--- src/rtl/sum_pkg.sv ---
// Shared types and defaults for the N-operand summer front end.
package sum_pkg;

  typedef enum logic [1:0] {
    FILL   = 2'd0,
    START  = 2'd1,
    WAIT   = 2'd2,
    RESULT = 2'd3
  } state_t;

  localparam int SUM_N    = 30;
  localparam int SUM_W_IN = 5;

  function automatic int sum_width(input int n, input int w);
    return w + $clog2(n);
  endfunction

endpackage

--- src/rtl/sum_frame_feeder_if.sv ---
// Operand stream, summer handshake and result stream of the frame feeder.
interface sum_frame_feeder_if
  import sum_pkg::*;
#(
  parameter int N     = SUM_N,
  parameter int W     = SUM_W_IN,
  parameter int SUM_W = sum_width(SUM_N, SUM_W_IN)
) ();

  logic             in_valid;
  logic             in_ready;
  logic [W-1:0]     in_data;
  logic [N*W-1:0]   nums;
  logic             sum_start;
  logic             sum_done;
  logic [SUM_W-1:0] sum_result;
  logic             res_valid;
  logic             res_ready;
  logic [SUM_W-1:0] res_data;
  logic             res_err;

  // master drives operands and consumes results; slave is the feeder
  modport master (
    output in_valid, in_data, sum_done, sum_result, res_ready,
    input  in_ready, nums, sum_start, res_valid, res_data, res_err
  );

  modport slave (
    input  in_valid, in_data, sum_done, sum_result, res_ready,
    output in_ready, nums, sum_start, res_valid, res_data, res_err
  );

endinterface

--- src/rtl/sum_operand_buf.sv ---
// N x W operand register file: one indexed write port, flattened parallel read.
module sum_operand_buf #(
  parameter int N     = 30,
  parameter int W     = 5,
  parameter int IDX_W = (N > 1) ? $clog2(N) : 1
) (
  input  logic             clk,
  input  logic             rst,
  input  logic             wr_en,
  input  logic [IDX_W-1:0] wr_idx,
  input  logic [W-1:0]     wr_data,
  output logic [N*W-1:0]   rd_data
);

  logic [N*W-1:0] mem;

  always_ff @(posedge clk) begin
    if (rst) begin
      mem <= '0;
    end else if (wr_en) begin
      mem[int'(wr_idx)*W +: W] <= wr_data;
    end
  end

  assign rd_data = mem;

endmodule

--- src/rtl/sum_frame_feeder.sv ---
// Collects N operand beats, kicks the summer, and returns its sum (or a timeout error).
module sum_frame_feeder
  import sum_pkg::*;
#(
  parameter int N       = SUM_N,
  parameter int W       = SUM_W_IN,
  parameter int SUM_W   = sum_width(N, W),
  parameter int TIMEOUT = 16
) (
  input logic              clk,
  input logic              rst,
  sum_frame_feeder_if.slave bus
);

  localparam int IDX_W = (N > 1) ? $clog2(N) : 1;
  localparam int TMR_W = $clog2(TIMEOUT + 1);

  localparam logic [1:0] S_FILL   = FILL;
  localparam logic [1:0] S_START  = START;
  localparam logic [1:0] S_WAIT   = WAIT;
  localparam logic [1:0] S_RESULT = RESULT;

  logic [1:0]       state;
  logic [IDX_W-1:0] idx;
  logic [TMR_W-1:0] timer;
  logic [SUM_W-1:0] res_data_q;
  logic             res_err_q;
  logic             wr_en;
  logic [N*W-1:0]   nums_w;

  assign wr_en = (state == S_FILL) && bus.in_valid;

  sum_operand_buf #(
    .N     (N),
    .W     (W),
    .IDX_W (IDX_W)
  ) u_operand_buf (
    .clk     (clk),
    .rst     (rst),
    .wr_en   (wr_en),
    .wr_idx  (idx),
    .wr_data (bus.in_data),
    .rd_data (nums_w)
  );

  always_ff @(posedge clk) begin
    if (rst) begin
      state      <= S_FILL;
      idx        <= '0;
      timer      <= '0;
      res_data_q <= '0;
      res_err_q  <= 1'b0;
    end else begin
      case (state)
        S_FILL: begin
          if (bus.in_valid) begin
            if (idx == IDX_W'(N - 1)) begin
              idx   <= '0;
              state <= S_START;
            end else begin
              idx <= idx + 1'b1;
            end
          end
        end
        S_START: begin
          timer <= '0;
          state <= S_WAIT;
        end
        S_WAIT: begin
          timer <= timer + 1'b1;
          // a done landing on the last allowed cycle still counts as success
          if (bus.sum_done) begin
            res_data_q <= bus.sum_result;
            res_err_q  <= 1'b0;
            state      <= S_RESULT;
          end else if (timer == TMR_W'(TIMEOUT - 1)) begin
            res_data_q <= '0;
            res_err_q  <= 1'b1;
            state      <= S_RESULT;
          end
        end
        S_RESULT: begin
          if (bus.res_ready) begin
            state <= S_FILL;
          end
        end
        default: state <= S_FILL;
      endcase
    end
  end

  // handshake outputs come straight from the state register
  assign bus.in_ready  = (state == S_FILL);
  assign bus.sum_start = (state == S_START);
  assign bus.res_valid = (state == S_RESULT);
  assign bus.res_data  = res_data_q;
  assign bus.res_err   = res_err_q;
  assign bus.nums      = nums_w;

endmodule

--- src/flat_wrapper.sv ---
// flat-port wrapper written by rule: the top's interface ports become plain ports
module sum_frame_feeder_flat import sum_pkg::*;
#(
  parameter int N       = SUM_N,
  parameter int W       = SUM_W_IN,
  parameter int SUM_W   = sum_width(N, W),
  parameter int TIMEOUT = 16
)
  (clk, rst, bus_in_valid, bus_in_data, bus_sum_done, bus_sum_result, bus_res_ready, bus_in_ready, bus_nums, bus_sum_start, bus_res_valid, bus_res_data, bus_res_err);
  sum_frame_feeder_if #(.N(N), .W(W), .SUM_W(SUM_W)) bus_i ();
  input logic clk;
  input logic rst;
  input wire logic [$bits(bus_i.in_valid)-1:0] bus_in_valid;
  input wire logic [$bits(bus_i.in_data)-1:0] bus_in_data;
  input wire logic [$bits(bus_i.sum_done)-1:0] bus_sum_done;
  input wire logic [$bits(bus_i.sum_result)-1:0] bus_sum_result;
  input wire logic [$bits(bus_i.res_ready)-1:0] bus_res_ready;
  output wire logic [$bits(bus_i.in_ready)-1:0] bus_in_ready;
  output wire logic [$bits(bus_i.nums)-1:0] bus_nums;
  output wire logic [$bits(bus_i.sum_start)-1:0] bus_sum_start;
  output wire logic [$bits(bus_i.res_valid)-1:0] bus_res_valid;
  output wire logic [$bits(bus_i.res_data)-1:0] bus_res_data;
  output wire logic [$bits(bus_i.res_err)-1:0] bus_res_err;
  assign bus_i.in_valid = bus_in_valid;
  assign bus_i.in_data = bus_in_data;
  assign bus_i.sum_done = bus_sum_done;
  assign bus_i.sum_result = bus_sum_result;
  assign bus_i.res_ready = bus_res_ready;
  assign bus_in_ready = bus_i.in_ready;
  assign bus_nums = bus_i.nums;
  assign bus_sum_start = bus_i.sum_start;
  assign bus_res_valid = bus_i.res_valid;
  assign bus_res_data = bus_i.res_data;
  assign bus_res_err = bus_i.res_err;
  sum_frame_feeder #(.N(N), .W(W), .SUM_W(SUM_W), .TIMEOUT(TIMEOUT)) u_core (.clk(clk), .rst(rst), .bus(bus_i));
endmodule
--- config.mk ---
export PLATFORM = sky130hd
export DESIGN_NAME = sum_frame_feeder_flat
export DESIGN_NICKNAME = d
export VERILOG_FILES = /design/src/rtl/sum_pkg.sv /design/src/rtl/sum_frame_feeder_if.sv /design/src/rtl/sum_operand_buf.sv /design/src/rtl/sum_frame_feeder.sv /design/src/flat_wrapper.sv
export SDC_FILE = /design/constraint.sdc
export NUM_CORES = 1
export LEC_CHECK = 0
export CAP_MARGIN = 25
export CELL_PAD_IN_SITES_DETAIL_PLACEMENT = 2
export CELL_PAD_IN_SITES_GLOBAL_PLACEMENT = 2
export CORE_AREA = 2 2 152 154
export DETAILED_ROUTE_END_ITERATION = 8
export DIE_AREA = 0 0 154 156
export PLACE_DENSITY_LB_ADDON = 0.08
export SLEW_MARGIN = 20
export SYNTH_ARGS = -nofsm -noshare
export SYNTH_HDL_FRONTEND = slang
export SYNTH_HIERARCHICAL = 1
export SYNTH_SLANG_ARGS = --single-unit
--- constraint.sdc ---
create_clock -name clk -period 3.85 [get_ports clk]
set_clock_uncertainty 0.05 [all_clocks]
set_input_delay 0.77 -clock clk [delete_from_list [all_inputs] [get_ports clk]]
set_output_delay 0.77 -clock clk [all_outputs]
set_load 0.005 [all_outputs]
# ---- After elaboration in Yosys (flattened, before gate mapping)
# Index checks and enable logic that the tools add are counted.
# Widths: inputs -> output; s select.
dict set report totals {
  register_bits 173
}
dict set report classes {
  n_eq_ne 9
  n_shift 2
  reduce_logical 7
  muxes 13
  n_addsub 3
  mul 1
}
# operator count
set ops {}
lappend ops {{$bwmux 150} 1}
lappend ops {{$shift 5x33->150 const A} 1}
lappend ops {{$shiftx 5x33->150} 1}
lappend ops {{$neg 32->33} 1}
lappend ops {{$mux 10} 2}
lappend ops {{$add 5x1->5 const B} 2}
lappend ops {{$mux 2} 5}
lappend ops {{$pmux 5 s2} 1}
lappend ops {{$mul 5x3->8 const B} 1}
lappend ops {{$pmux 2 s4} 1}
lappend ops {{$eq 5x4->1 const B} 1}
lappend ops {{$eq 5x5->1 const B} 1}
lappend ops {{$mux 5} 1}
lappend ops {{$eq 2x2->1 const B} 2}
lappend ops {{$ne 2x2->1 const B} 2}
lappend ops {{$reduce_and 2->1} 2}
lappend ops {{$reduce_and 4->1} 1}
lappend ops {{$reduce_bool 2->1} 2}
lappend ops {{$ne 3x2->1 const B} 1}
lappend ops {{$eq 2x1->1 const B} 1}
lappend ops {{$logic_not 2->1} 1}
lappend ops {{$mux 1} 2}
lappend ops {{$ne 2x1->1 const B} 1}
lappend ops {{$logic_and 1x1->1} 1}

# ---- Longest topological paths before layout
dict set report logic_depth {
  word_depth 4
  depth_mapped 10
}

# ---- Cells and area by module
# The synthesis kept the hierarchy.
# module area_each_um2 cells_each n_inst seq_area_each_um2
set by_module_without_submodules {}
lappend by_module_without_submodules {sum_operand_buf 6232.2 601 1 3002.9}
lappend by_module_without_submodules {sum_frame_feeder 1079.8 114 1 460.4}

# ---- Least setup slack after synthesis
# Ideal clock, no wire load.
dict set report synth_path {
  path_type {input to register}
  startpoint {input port bus_in_valid}
  endpoint {register u_core.u_operand_buf.mem[100] (netlist: u_core/u_operand_buf/rd_data[100])}
  required_ps 3672
  n_path_buf 2
  path_stages 8
  arrival_ps 2319
  slack_ps 1354
  cell_sequence {and2_1 -> clkbuf_1 -> clkbuf_1 -> nor2b_1 -> mux2i_1 -> nor4_4 -> mux2i_1 -> nor2_1}
}
dict set report synth_via {
  elab_chain_len 1
}
# item line
set synth_rtl {}
lappend synth_rtl {{start: declaration} flat_wrapper.sv:13} ;# input wire logic [$bits(bus_i.in_valid)-1:0] bus_in_valid;
lappend synth_rtl {{$logic_and 1x1->1} sum_frame_feeder.sv:31} ;# assign wr_en = (state == S_FILL) && bus.in_valid;
lappend synth_rtl {{net u_core.wr_en} sum_frame_feeder.sv:28} ;# logic wr_en;
lappend synth_rtl {{end signal: indexed assignment} sum_operand_buf.sv:21} ;# mem[int'(wr_idx)*W +: W] <= wr_data;
lappend synth_rtl {{end: declaration} sum_operand_buf.sv:15} ;# logic [N*W-1:0] mem;
# The timed path passes the listed nets, and every way through them passes these cells.
# A chain may end at the register's enable or synchronous reset.

# ---- Final worst setup path
dict set report layout_path {
  startpoint {register u_core.idx[0]}
  endpoint {register u_core.u_operand_buf.mem[57] (netlist: u_core/u_operand_buf/rd_data[57])}
}
dict set report layout_via {
  elab_chain_len 4
}
# item line
set layout_rtl {}
lappend layout_rtl {{start: declaration} sum_frame_feeder.sv:24} ;# logic [IDX_W-1:0] idx;
lappend layout_rtl {{start signal: assignment} sum_frame_feeder.sv:61} ;# idx <= idx + 1'b1;
lappend layout_rtl {{$mul 5x3->8 (*)} sum_operand_buf.sv:21}
lappend layout_rtl {{$neg 32->33 (*)} sum_operand_buf.sv:21}
lappend layout_rtl {{$shiftx 5x33->150 / $shift 5x33->150 (equally long branches)} sum_operand_buf.sv:21}
lappend layout_rtl {{$bwmux 150 (*)} sum_operand_buf.sv:21}
# Mark *: on every way between the ends. The rest lies on a longest branch, timed or not.

==> metrics <==
hold buffer count at CTS=0; Root Buffer=clkbuf_16; Worst-Margin Slew=0.929 ns; num ports=184; Power Total=3.88 mW; fin crit share=83.0%; CTS tree=built; fill cell instance count of the final layout=2355; final setup fails=0; Total Routed Length=23900 um; share of cells above drive strength 1=8.67%; P&R area growth vs syn=37.2%; clock net sink count=173; final setup TNS=0 ns; cts bufs inserted=17; Seq. cell area=3460 um^2; Reg clk slew, reported paths=0.08 ns; register area share after synthesis=47.4%; status=complete, no violations; Wirelength per Cell=20.2 um; share of flip-flops with an asynchronous set or reset=0%; TritonRoute pass-1 iters=4; core area=22400 um^2; depth of the CTS H-tree=4; Die Area=24000 um^2; DRC=0; # resized after CTS=0; most frequent cells in the layout=clkdlybuf4s50_1, dfxtp_1, mux2i_1; GPL Wtd Cong=0.801; first-pass GRT wire length=37500 um; crit path time final=3.19 ns; diode count=0; synthesis-stage register bit count=173; Detail Route Antenna Nets=0; achievable clock frequency=313 MHz; Core Rows=55; worst reg2reg path startpoint=u_core/idx[0]; nets=919; DP HPWL=17100 um; number of synthesized flops with an enable pin=0; final hold viol count=0; Peak supply drop=0.266 mV; Worst R2R End=u_core/u_operand_buf/rd_data[57]; Synth Cell Area=7310 um^2; Hold Path Sink=u_core/u_operand_buf/rd_data[15]; chip height=156 um; R2R Setup Slk=0.66 ns; min-delay src=u_core/u_operand_buf/rd_data[15]; initial DRC count=212; Yosys Warn Count=6; Netlist cell types=49; pin count of the biggest net entering global routing=68; Post-CTS Setup Inserts=0; Main synth FF type=dfxtp_1; Avg Cell Area, Syn=10.2 um^2; DIE WIDTH=154 um; hold slack=0.432 ns; most common cell after layout, fill and taps aside=clkdlybuf4s50_1; CP arrival=3.43 ns; unrepaired setup endpoints after global routing=false; Worst EP required=4.08 ns; vias in the first global route=6512; Pleak=3.83 nW; cells after synthesis=715; reg2reg path depth=7; Setup crit end kind=flip-flop; Mapped Nets=747; power per cell area=387 nW/um^2; Max-slew headroom=37.9%; Hold Path Stages=2; fin. max-slew vios=0; max-cap violations=0; crit path max fanout=12; vias per cell=5.00; Port-buffer cells=183; Initial Utilization=32.7%; Multi-input gate area=3660 um^2; Setup CP Type=flip-flop to flip-flop; Max clock buf depth=2; startpoint types=flip-flop; HP Class=flip-flop to flip-flop; GR Overflow Total=0; All-Layer GR Usage=20.0%; routed via count=5924; Clock Latency Late Sink=0.42 ns; antenna violations before repair=0
==> state kept, by name (all words and copies together), names as in the netlist <==
| name | count |
|---|---|
| u_core/u_operand_buf/rd_data | 150 |
| u_core/state | 2 |
| u_core/bus.res_data | 10 |
| u_core/bus.res_err | 1 |
| u_core/timer | 5 |
| u_core/idx | 5 |
==> stage by stage <==
stage | cells | utilization [%] | instance area, um^2 | worst slack (ns)
floorplan | 715 | - | 7310 | 1.35
global placement | 1151 | 42.1 | 9420 | 0.600
detailed placement | 1152 | 42.2 | 9440 | 0.479
CTS | 1184 | 44.8 | 10000 | 0.693
global route | 1185 | 44.9 | 10000 | 0.470
finish | 1185 | 44.9 | 10000 | 0.655
==> final cells by class <==
| cell class | instances | share of cell area, % |
|---|---|---|
| multi-input combinational | 491 | 36.5 |
| sequential | 173 | 34.5 |
| timing repair buffer | 196 | 19.3 |
| clock buffer | 19 | 4.42 |
| tap | 285 | 3.55 |
| clock inverter | 13 | 1.43 |
| inverter | 8 | 0.299 |
==> critical path, stage by stage (launching register included) <==
cell	delay, ns
dfxtp_1	0.64
inv_1	0.21
ha_1	0.35
xor2_2	0.19
nor3b_1	0.79
nand3_1	0.46
nand3b_1	0.23
o21ai_0	0.13
==> how the worst max path moves through the flow <==
stage	start	to	slack, ns
finish	u_core/idx[0]	u_core/u_operand_buf/rd_data[57]	0.66
CTS	u_core/idx[0]	u_core/u_operand_buf/rd_data[11]	0.69
detailed placement	bus_in_valid	u_core/u_operand_buf/rd_data[50]	0.48
floorplan	bus_in_valid	u_core/u_operand_buf/rd_data[100]	1.35
global route	u_core/idx[0]	u_core/u_operand_buf/rd_data[57]	0.47
global placement	bus_in_valid	u_core/u_operand_buf/rd_data[59]	0.60
==> cell usage after synthesis (4+ instances only) <==
master / count / area, um^2
xnor2_1: 4 / 35.0
nor3_1: 4 / 20.0
nand3_1: 35 / 175
a22oi_1: 10 / 75.1
nor2b_1: 8 / 50.1
buf_1: 5 / 18.8
and2_1: 4 / 25.0
mux2i_1: 134 / 1340
nand2_1: 25 / 93.8
clkbuf_1: 33 / 124
nand3b_1: 22 / 165
a21oi_1: 8 / 40.0
nand2b_1: 84 / 526
nor4_4: 6 / 128
inv_1: 8 / 30.0
ha_1: 12 / 150
o21ai_0: 23 / 115
nor2_1: 72 / 270
dfxtp_1: 173 / 3460
buf_2: 5 / 25.0
==> logic make-up after synthesis <==
| group | after synthesis | synth area share (%) |
|---|---|---|
| adders and majority gates | 12 | 2.05 |
| buffers and inverters | 51 | 2.70 |
| DFF | 173 | 47.4 |
| muxes | 134 | 18.3 |
| and+or+nand+nor | 285 | 23.4 |
| AOI/OAI and AO/OA | 52 | 4.89 |
| xor gates and xnor gates | 8 | 1.27 |
==> power breakdown <==
part / total (mW) / internal (mW) / switching, mW
Combinational: 0.318 / 0.117 / 0.201
Clock: 1.75 / 0.942 / 0.809
Sequential: 1.81 / 1.80 / 0.0128
==> per-layer routing <==
metal  vias to the layer above  routed length [um]  share of wire [%]  global-route usage, %
met5                         -                   0                  0                      0
met4                         0                 350                1.5                   5.56
met3                        21                 919                3.8                   4.39
met2                       116               12300                 51                   36.2
met1                      3002               10400                 43                   23.8
li1                       2785                   -                  -                      -
Power figures use the tool's default switching activity.
